<file path="config.mk">
export PLATFORM = sky130hd
export DESIGN_NAME = data_memory_sized
export DESIGN_NICKNAME = d
export VERILOG_FILES = /design/src/rtl/mips_mem_pkg.sv /design/src/rtl/mem_load_align.sv /design/src/rtl/data_memory_sized.sv
export SDC_FILE = /design/constraint.sdc
export NUM_CORES = 2
export LEC_CHECK = 0
export CORE_MARGIN = 2
export CORE_UTILIZATION = 54
export CTS_CLUSTER_DIAMETER = 40
export DETAILED_ROUTE_END_ITERATION = 8
export PLACE_DENSITY = 0.7
export SLEW_MARGIN = 20
export SYNTH_ARGS = -nofsm -noshare
export SYNTH_HDL_FRONTEND = slang
export SYNTH_SLANG_ARGS = --single-unit
</file>
<file path="constraint.sdc">
create_clock -name Clock -period 6.6 [get_ports Clock]
set_input_delay 1.32 -clock Clock [delete_from_list [all_inputs] [get_ports Clock]]
set_output_delay 1.32 -clock Clock [all_outputs]
set_load 0.02 [all_outputs]
</file>
<file path="src/rtl/mips_mem_pkg.sv">
// rtl/mips_mem_pkg.sv - shared encodings and lane helpers for the sized data memory
//
// Purpose:
//   Size encodings, the clear/idle state enum, and small pure functions that
//   turn (Size, byte offset) into alignment status, byte-lane write enables
//   and lane-replicated store data. Shared by the data memory and fetch path.
// Contents:
//   SZ_BYTE/SZ_HALF/SZ_WORD/SZ_RSVD  2-bit access size codes
//   mem_state_t                       ST_CLEAR (post-reset sweep), ST_IDLE
//   is_misaligned()                   1 when the access cannot be performed
//   lane_enables()                    little-endian byte-lane write mask
//   store_lanes()                     store data replicated across lanes

package mips_mem_pkg;

  localparam logic [1:0] SZ_BYTE = 2'b00;
  localparam logic [1:0] SZ_HALF = 2'b01;
  localparam logic [1:0] SZ_WORD = 2'b10;
  localparam logic [1:0] SZ_RSVD = 2'b11;

  typedef enum logic [0:0] {
    ST_CLEAR = 1'b0,
    ST_IDLE  = 1'b1
  } mem_state_t;

  // Halves need an even address, words a multiple of four. The reserved
  // size code is reported as misaligned so it is rejected the same way.
  function automatic logic is_misaligned(input logic [1:0] size,
                                         input logic [1:0] addr_lo);
    logic mis;
    case (size)
      SZ_BYTE: mis = 1'b0;
      SZ_HALF: mis = addr_lo[0];
      SZ_WORD: mis = |addr_lo;
      default: mis = 1'b1;
    endcase
    return mis;
  endfunction

  // Lane 0 is bits [7:0]; assumes the access has already passed alignment.
  function automatic logic [3:0] lane_enables(input logic [1:0] size,
                                              input logic [1:0] addr_lo);
    logic [3:0] en;
    case (size)
      SZ_BYTE: en = 4'b0001 << addr_lo;
      SZ_HALF: en = addr_lo[1] ? 4'b1100 : 4'b0011;
      SZ_WORD: en = 4'b1111;
      default: en = 4'b0000;
    endcase
    return en;
  endfunction

  // Right-justified store data copied into every lane it could land in, so
  // the lane enables alone decide which bytes are written.
  function automatic logic [31:0] store_lanes(input logic [1:0]  size,
                                              input logic [31:0] data);
    logic [31:0] rep;
    case (size)
      SZ_BYTE: rep = {4{data[7:0]}};
      SZ_HALF: rep = {2{data[15:0]}};
      default: rep = data;
    endcase
    return rep;
  endfunction

endpackage

</file>
<file path="src/rtl/mem_load_align.sv">
// rtl/mem_load_align.sv - load lane select with sign/zero extension
//
// Purpose:
//   Purely combinational. Picks the addressed byte or half out of a 32-bit
//   word and extends it to 32 bits. Word (and reserved) sizes pass through.
// Ports:
//   Word        in   32  raw word read from the array
//   ByteOffset  in   2   Address[1:0] of the load
//   Size        in   2   access size code
//   Unsigned    in   1   1 zero-extend, 0 sign-extend
//   Data        out  32  extended load result

module mem_load_align
  import mips_mem_pkg::*;
(
  input  logic [31:0] Word,
  input  logic [1:0]  ByteOffset,
  input  logic [1:0]  Size,
  input  logic        Unsigned,
  output logic [31:0] Data
);

  logic [7:0]  byte_sel;
  logic [15:0] half_sel;

  always_comb begin
    byte_sel = Word[{ByteOffset, 3'b000} +: 8];
    half_sel = ByteOffset[1] ? Word[31:16] : Word[15:0];
    case (Size)
      SZ_BYTE: Data = Unsigned ? {24'h000000, byte_sel}
                               : {{24{byte_sel[7]}}, byte_sel};
      SZ_HALF: Data = Unsigned ? {16'h0000, half_sel}
                               : {{16{half_sel[15]}}, half_sel};
      default: Data = Word;
    endcase
  end

endmodule

</file>
<file path="src/rtl/data_memory_sized.sv">
// rtl/data_memory_sized.sv - byte-addressed sized data memory with clear sweep
//
// Purpose:
//   Data memory for the single-cycle MIPS datapath. Byte/half/word loads and
//   stores with byte-lane enables, a registered read port (one result per
//   cycle), misalignment rejection, and an optional post-reset zero sweep.
// Ports:
//   Clock        in   1             all state on rising edge
//   Reset        in   1             asynchronous, active-high
//   Address      in   DEPTH_LOG2+2  byte address
//   WriteData    in   32            right-justified store data
//   MemoryRead   in   1             load request
//   MemoryWrite  in   1             store request
//   Size         in   2             00 byte, 01 half, 10 word, 11 reserved
//   Unsigned     in   1             loads: 1 zero-extend, 0 sign-extend
//   ReadData     out  32            registered, extended load result
//   ReadValid    out  1             pulse: ReadData is last cycle's load
//   Misaligned   out  1             pulse: last cycle's request was rejected
//   Ready        out  1             requests are accepted

module data_memory_sized
  import mips_mem_pkg::*;
#(
  parameter int DEPTH_LOG2     = 6,
  parameter bit CLEAR_ON_RESET = 1'b1
) (
  input  logic                  Clock,
  input  logic                  Reset,
  input  logic [DEPTH_LOG2+1:0] Address,
  input  logic [31:0]           WriteData,
  input  logic                  MemoryRead,
  input  logic                  MemoryWrite,
  input  logic [1:0]            Size,
  input  logic                  Unsigned,
  output logic [31:0]           ReadData,
  output logic                  ReadValid,
  output logic                  Misaligned,
  output logic                  Ready
);

  localparam int                    DEPTH       = 1 << DEPTH_LOG2;
  localparam logic [DEPTH_LOG2-1:0] LAST_WORD   = DEPTH_LOG2'(DEPTH - 1);
  localparam mem_state_t            RESET_STATE = CLEAR_ON_RESET ? ST_CLEAR : ST_IDLE;

  mem_state_t state;
  mem_state_t next_state;
  logic       clear_active;

  logic [DEPTH_LOG2-1:0] clear_cnt;

  logic [31:0] mem [DEPTH];

  logic [DEPTH_LOG2-1:0] word_idx;
  logic [1:0]            byte_off;
  logic                  accept;
  logic                  req_any;
  logic                  req_misaligned;
  logic                  load_ok;
  logic                  store_ok;

  logic [3:0]            wr_lanes;
  logic [DEPTH_LOG2-1:0] wr_idx;
  logic [31:0]           wr_word;

  logic [31:0] rd_word;
  logic [31:0] load_data;

  assign word_idx = Address[DEPTH_LOG2+1:2];
  assign byte_off = Address[1:0];

  // ---------------------------------------------------------------------------
  // Clear sequencer: state register, next-state logic, state outputs
  // ---------------------------------------------------------------------------
  always_ff @(posedge Clock or posedge Reset) begin
    if (Reset) begin
      state <= RESET_STATE;
    end else begin
      state <= next_state;
    end
  end

  always_comb begin
    next_state = state;
    case (state)
      ST_CLEAR: if (clear_cnt == LAST_WORD) next_state = ST_IDLE;
      ST_IDLE:  next_state = ST_IDLE;
      default:  next_state = RESET_STATE;
    endcase
  end

  always_comb begin
    Ready        = 1'b0;
    clear_active = 1'b0;
    case (state)
      ST_CLEAR: clear_active = 1'b1;
      ST_IDLE:  Ready        = 1'b1;
      default:  ;
    endcase
  end

  // Wraps back to zero on the last sweep write, so it is already at the
  // right start value if the design is ever re-swept without a reset.
  always_ff @(posedge Clock or posedge Reset) begin
    if (Reset) begin
      clear_cnt <= '0;
    end else if (clear_active) begin
      clear_cnt <= clear_cnt + 1'b1;
    end
  end

  // ---------------------------------------------------------------------------
  // Request qualification
  // ---------------------------------------------------------------------------
  // Reset gates acceptance too: without the sweep the FSM sits in IDLE during
  // reset and would otherwise let a store through while Reset is held.
  assign accept         = Ready & ~Reset;
  assign req_any        = MemoryRead | MemoryWrite;
  assign req_misaligned = is_misaligned(Size, byte_off);
  assign load_ok        = accept & MemoryRead  & ~req_misaligned;
  assign store_ok       = accept & MemoryWrite & ~req_misaligned;

  // ---------------------------------------------------------------------------
  // Single write port shared by the sweep and by stores
  // ---------------------------------------------------------------------------
  always_comb begin
    wr_lanes = 4'b0000;
    wr_idx   = word_idx;
    wr_word  = store_lanes(Size, WriteData);
    if (clear_active) begin
      wr_lanes = 4'b1111;
      wr_idx   = clear_cnt;
      wr_word  = '0;
    end else if (store_ok) begin
      wr_lanes = lane_enables(Size, byte_off);
    end
  end

  // The array has no reset; its contents are defined by the sweep.
  always_ff @(posedge Clock) begin
    for (int b = 0; b < 4; b++) begin
      if (wr_lanes[b]) begin
        mem[wr_idx][8*b +: 8] <= wr_word[8*b +: 8];
      end
    end
  end

  // ---------------------------------------------------------------------------
  // Read path: asynchronous array read captured into the output register on
  // the same edge the store lands, which gives read-first behaviour.
  // ---------------------------------------------------------------------------
  assign rd_word = mem[word_idx];

  mem_load_align u_load_align (
    .Word       (rd_word),
    .ByteOffset (byte_off),
    .Size       (Size),
    .Unsigned   (Unsigned),
    .Data       (load_data)
  );

  always_ff @(posedge Clock or posedge Reset) begin
    if (Reset) begin
      ReadData   <= '0;
      ReadValid  <= 1'b0;
      Misaligned <= 1'b0;
    end else begin
      ReadValid  <= load_ok;
      Misaligned <= accept & req_any & req_misaligned;
      if (load_ok) begin
        ReadData <= load_data;
      end
    end
  end

endmodule

</file>
==> results.cfg <==
[floorplan]
start_util_pct = 54.2
core_mm2 = 0.151
dieWidth_um = 394
chipHeight_um = 394
ios = 82
dieArea_mm2 = 0.155
fp-row-count = 143

[synthesis]
synth_fa_ha_area_share_pct = 0.0153
synth_top_family_by_area = multiplexers
ys_ff_latch = 2089
ys_top_cells_by_area = edfxtp_1 (75%), mux4_2 (14%), nor2_1 (1.4%), dfrtp_1 (1.3%), mux2i_1 (1.0%)
synth_mux_area_share_pct = 15.9
ys_top_cells_by_count = edfxtp_1 (2,048), mux4_2 (521), nor2_1 (309)
synthFlopType = edfxtp_1
synth-edff-count = 2048
synth_cells = 3923
synth_most_common_cell = edfxtp_1
synth_cell_types = 64
yosys.area_share.simple_pct = 3.07
synth-xor-area-share_pct = 0.0534
synth_compound_area_share_pct = 3.16
netlist.area_leader.share_pct = 75.0
postSynthAreaPerCell_um2 = 20.9
yosys_warnings = 0
syn_area_mm2 = 0.0820
synth_nets = 3971
async_flop_share_pct = 1.96
ys_seq_area_share_pct = 76.2
synth_largest_area_cell = edfxtp_1

[sta]
setup_viol = 0
fin_crit_sh_pct = 71.5
fin_crit_ns = 4.72
setup_tns_ns = 0
finalHoldViolations = 0
max_freq_ghz = 0.212
relSlewSlack_pct = 18.7
grt_setup_unrepaired = no
fin_worst_skew_ns = 0.0703
tightest_slew_ns = 1.22
final_max_slew_viol_count = 0

[placed_design]
port_buffers = 81
place_inst = 5902
dp_hpwl_um = 141000
routabilityCongestion = 0.957

[drt]
finalWirelength_um = 224000
drt_first_iter_violations = 6926
wl_per_cell_um = 35.4
firstDrtPassIters = 9
ant_nets = 0
drc = 198
num_vias = 42400
vias_per_cell = 6.71

[clock_tree]
cts_tree = done
htreeDepth = 4
cts_setup_buffers = 0
clk_latency_ns = 0.87
cts_sinks = 2089
cts_buffers = 220
holdBufCountCts = 0
path_clk_slew_ns = 0.06
clockRootBuffer = clkbuf_16
post_cts_resized = 0
clockBufferDepth = 3

[cells_and_area]
drive_gt1_share_pct = 24.0
nets = 4144
area_delta_synth_final_pct = 13.0
final_cells = 6325
fin_util_pct = 61.2

[grt]
grt_max_degree = 78
grt_pass1_wl_um = 316000
track_usage_pct = 29.0
antenna_found_initial = 13
grt_overflow = 0
grt_pass1_vias = 41400

[critical_path]
critPathRequiredTime_ns = 7.31
cp_top_family = compound AO/OA/AOI/OAI gates
crit_buf_inv = 2
slowest_stage = o41ai_4
ff2ff_setup_slack_ns = 2.28
start_kind = input pin
critPathMaxStageDelay_ns = 0.65
path_class = in -> reg
reg2reg_depth = 5
cp_max_fo = 77
end_kind = flip-flop
cp_common_cell = nand3_1
worst_r2r_endpoint = mem[34][11]$_DFFE_PP_
cp.arrival_ns = 5.43
cp_cell_sequence = buf_8 > buf_4 > or3_1 > o21ai_0 > a31oi_1 > nand3_1 > nand3_1 > o22ai_1 > o41ai_4 > a21oi_1
reg2reg_from = state$_DFF_PP0_

[power]
leakage_nw = 24.8
max-vdd-ir-drop_mv = 0.269
power_density_mw_per_mm2 = 297

[job]
max_cap_violations = 0

[min_path]
min_path_cells = 1
min_to = clear_cnt[1]$_DFFE_PP0N_
hold_start = clear_cnt[1]$_DFFE_PP0N_
hold_path.class = reg -> reg

[run_status]
violations = DRC
status = finished with violations
[metal layers]
metal | vias up | track usage, % | wire, µm
met5 | - | 1.02 | 191
met4 | 15 | 13.1 | 11400
met3 | 553 | 10.5 | 30800
met2 | 3031 | 41.1 | 98500
met1 | 22100 | 40.6 | 82800
li1 | 16700 | - | -
[worst max-delay path by stage]
stage | startpoint | depth (start not counted) | to
finish | Address[3] | 10 | ReadData[16]$_DFFE_PP0P_
global route | Address[3] | 10 | ReadData[8]$_DFFE_PP0P_
global placement | Address[3] | 10 | ReadData[16]$_DFFE_PP0P_
CTS | Address[2] | 11 | ReadData[16]$_DFFE_PP0P_
detailed placement | Address[2] | 11 | ReadData[9]$_DFFE_PP0P_
floorplan | Size[0] | 5 | mem[0][10]$_DFFE_PP_
[cell usage in the layout, fill, tap and decap left out, types with 12 or more instances in the layout]
cell type,n
clkdlybuf4s50_1,74
clkinv_4,14
a221oi_1,29
nand3_1,30
clkinv_1,39
o21ai_0,22
mux2i_1,85
inv_6,18
a31oi_1,17
nor2_1,308
mux4_2,521
buf_4,93
bufinv_16,25
a22oi_1,97
a211oi_1,12
clkbuf_1,30
mux4_1,17
o221ai_1,16
clkbuf_16,224
a22o_1,31
clkinvlp_4,16
diode_2,17
edfxtp_1,2048
nand2_1,184
clkinv_2,27
dfrtp_1,40
buf_12,12
a21oi_1,54
[state kept, by name, indices dropped and copies added, names as in the netlist]
| register | count |
|---|---|
| ReadData | 32 |
| mem | 2048 |
| clear_cnt | 6 |
| state | 1 |
| Misaligned | 1 |
| ReadValid | 1 |
[where the power goes]
group	internal, W	total (W)	switching (W)
Clock	0.00724	0.0124	0.00520
Sequential	0.0143	0.0143	0
Combinational	0.000278	0.000780	0.000502
Total	0.0219	0.0276	0.00570
[logic make-up after synthesis]
group | count (synthesis)
AO/OA/AOI/OAI | 353
XOR/XNOR | 5
multiplexers | 627
adder cells (fa/ha/maj) | 1
flip-flops | 2089
AND/OR/NAND/NOR | 605
buffers and inverters | 243
[stage by stage]
| stage | total power (W) | hold WS (ns) | instance area [µm²] | setup WS [ns] |
|---|---|---|---|---|
| finish | 0.0276 | 0.548 | 92700 | 1.88 |
| global route | 0.0282 | 0.561 | 92700 | 1.90 |
| CTS | 0.0276 | 0.547 | 92600 | 2.26 |
| detailed placement | 0.0154 | 0.534 | 85300 | 1.39 |
| global placement | 0.0154 | 0.507 | 85300 | 1.32 |
| floorplan | 0.0151 | 0.475 | 82000 | 1.25 |
[cell type report]
type,instances,area [µm²]
Sequential cell,2089,62500
Fill cell,10300,58700
Multi-Input combinational cell,1591,18500
Clock buffer,255,5730
Tap cell,2030,2540
Timing Repair Buffer,186,1790
Clock inverter,149,1590
Antenna cell,17,42.5
Inverter,8,30.0
No activity file was read; power rests on OpenSTA's default activity.
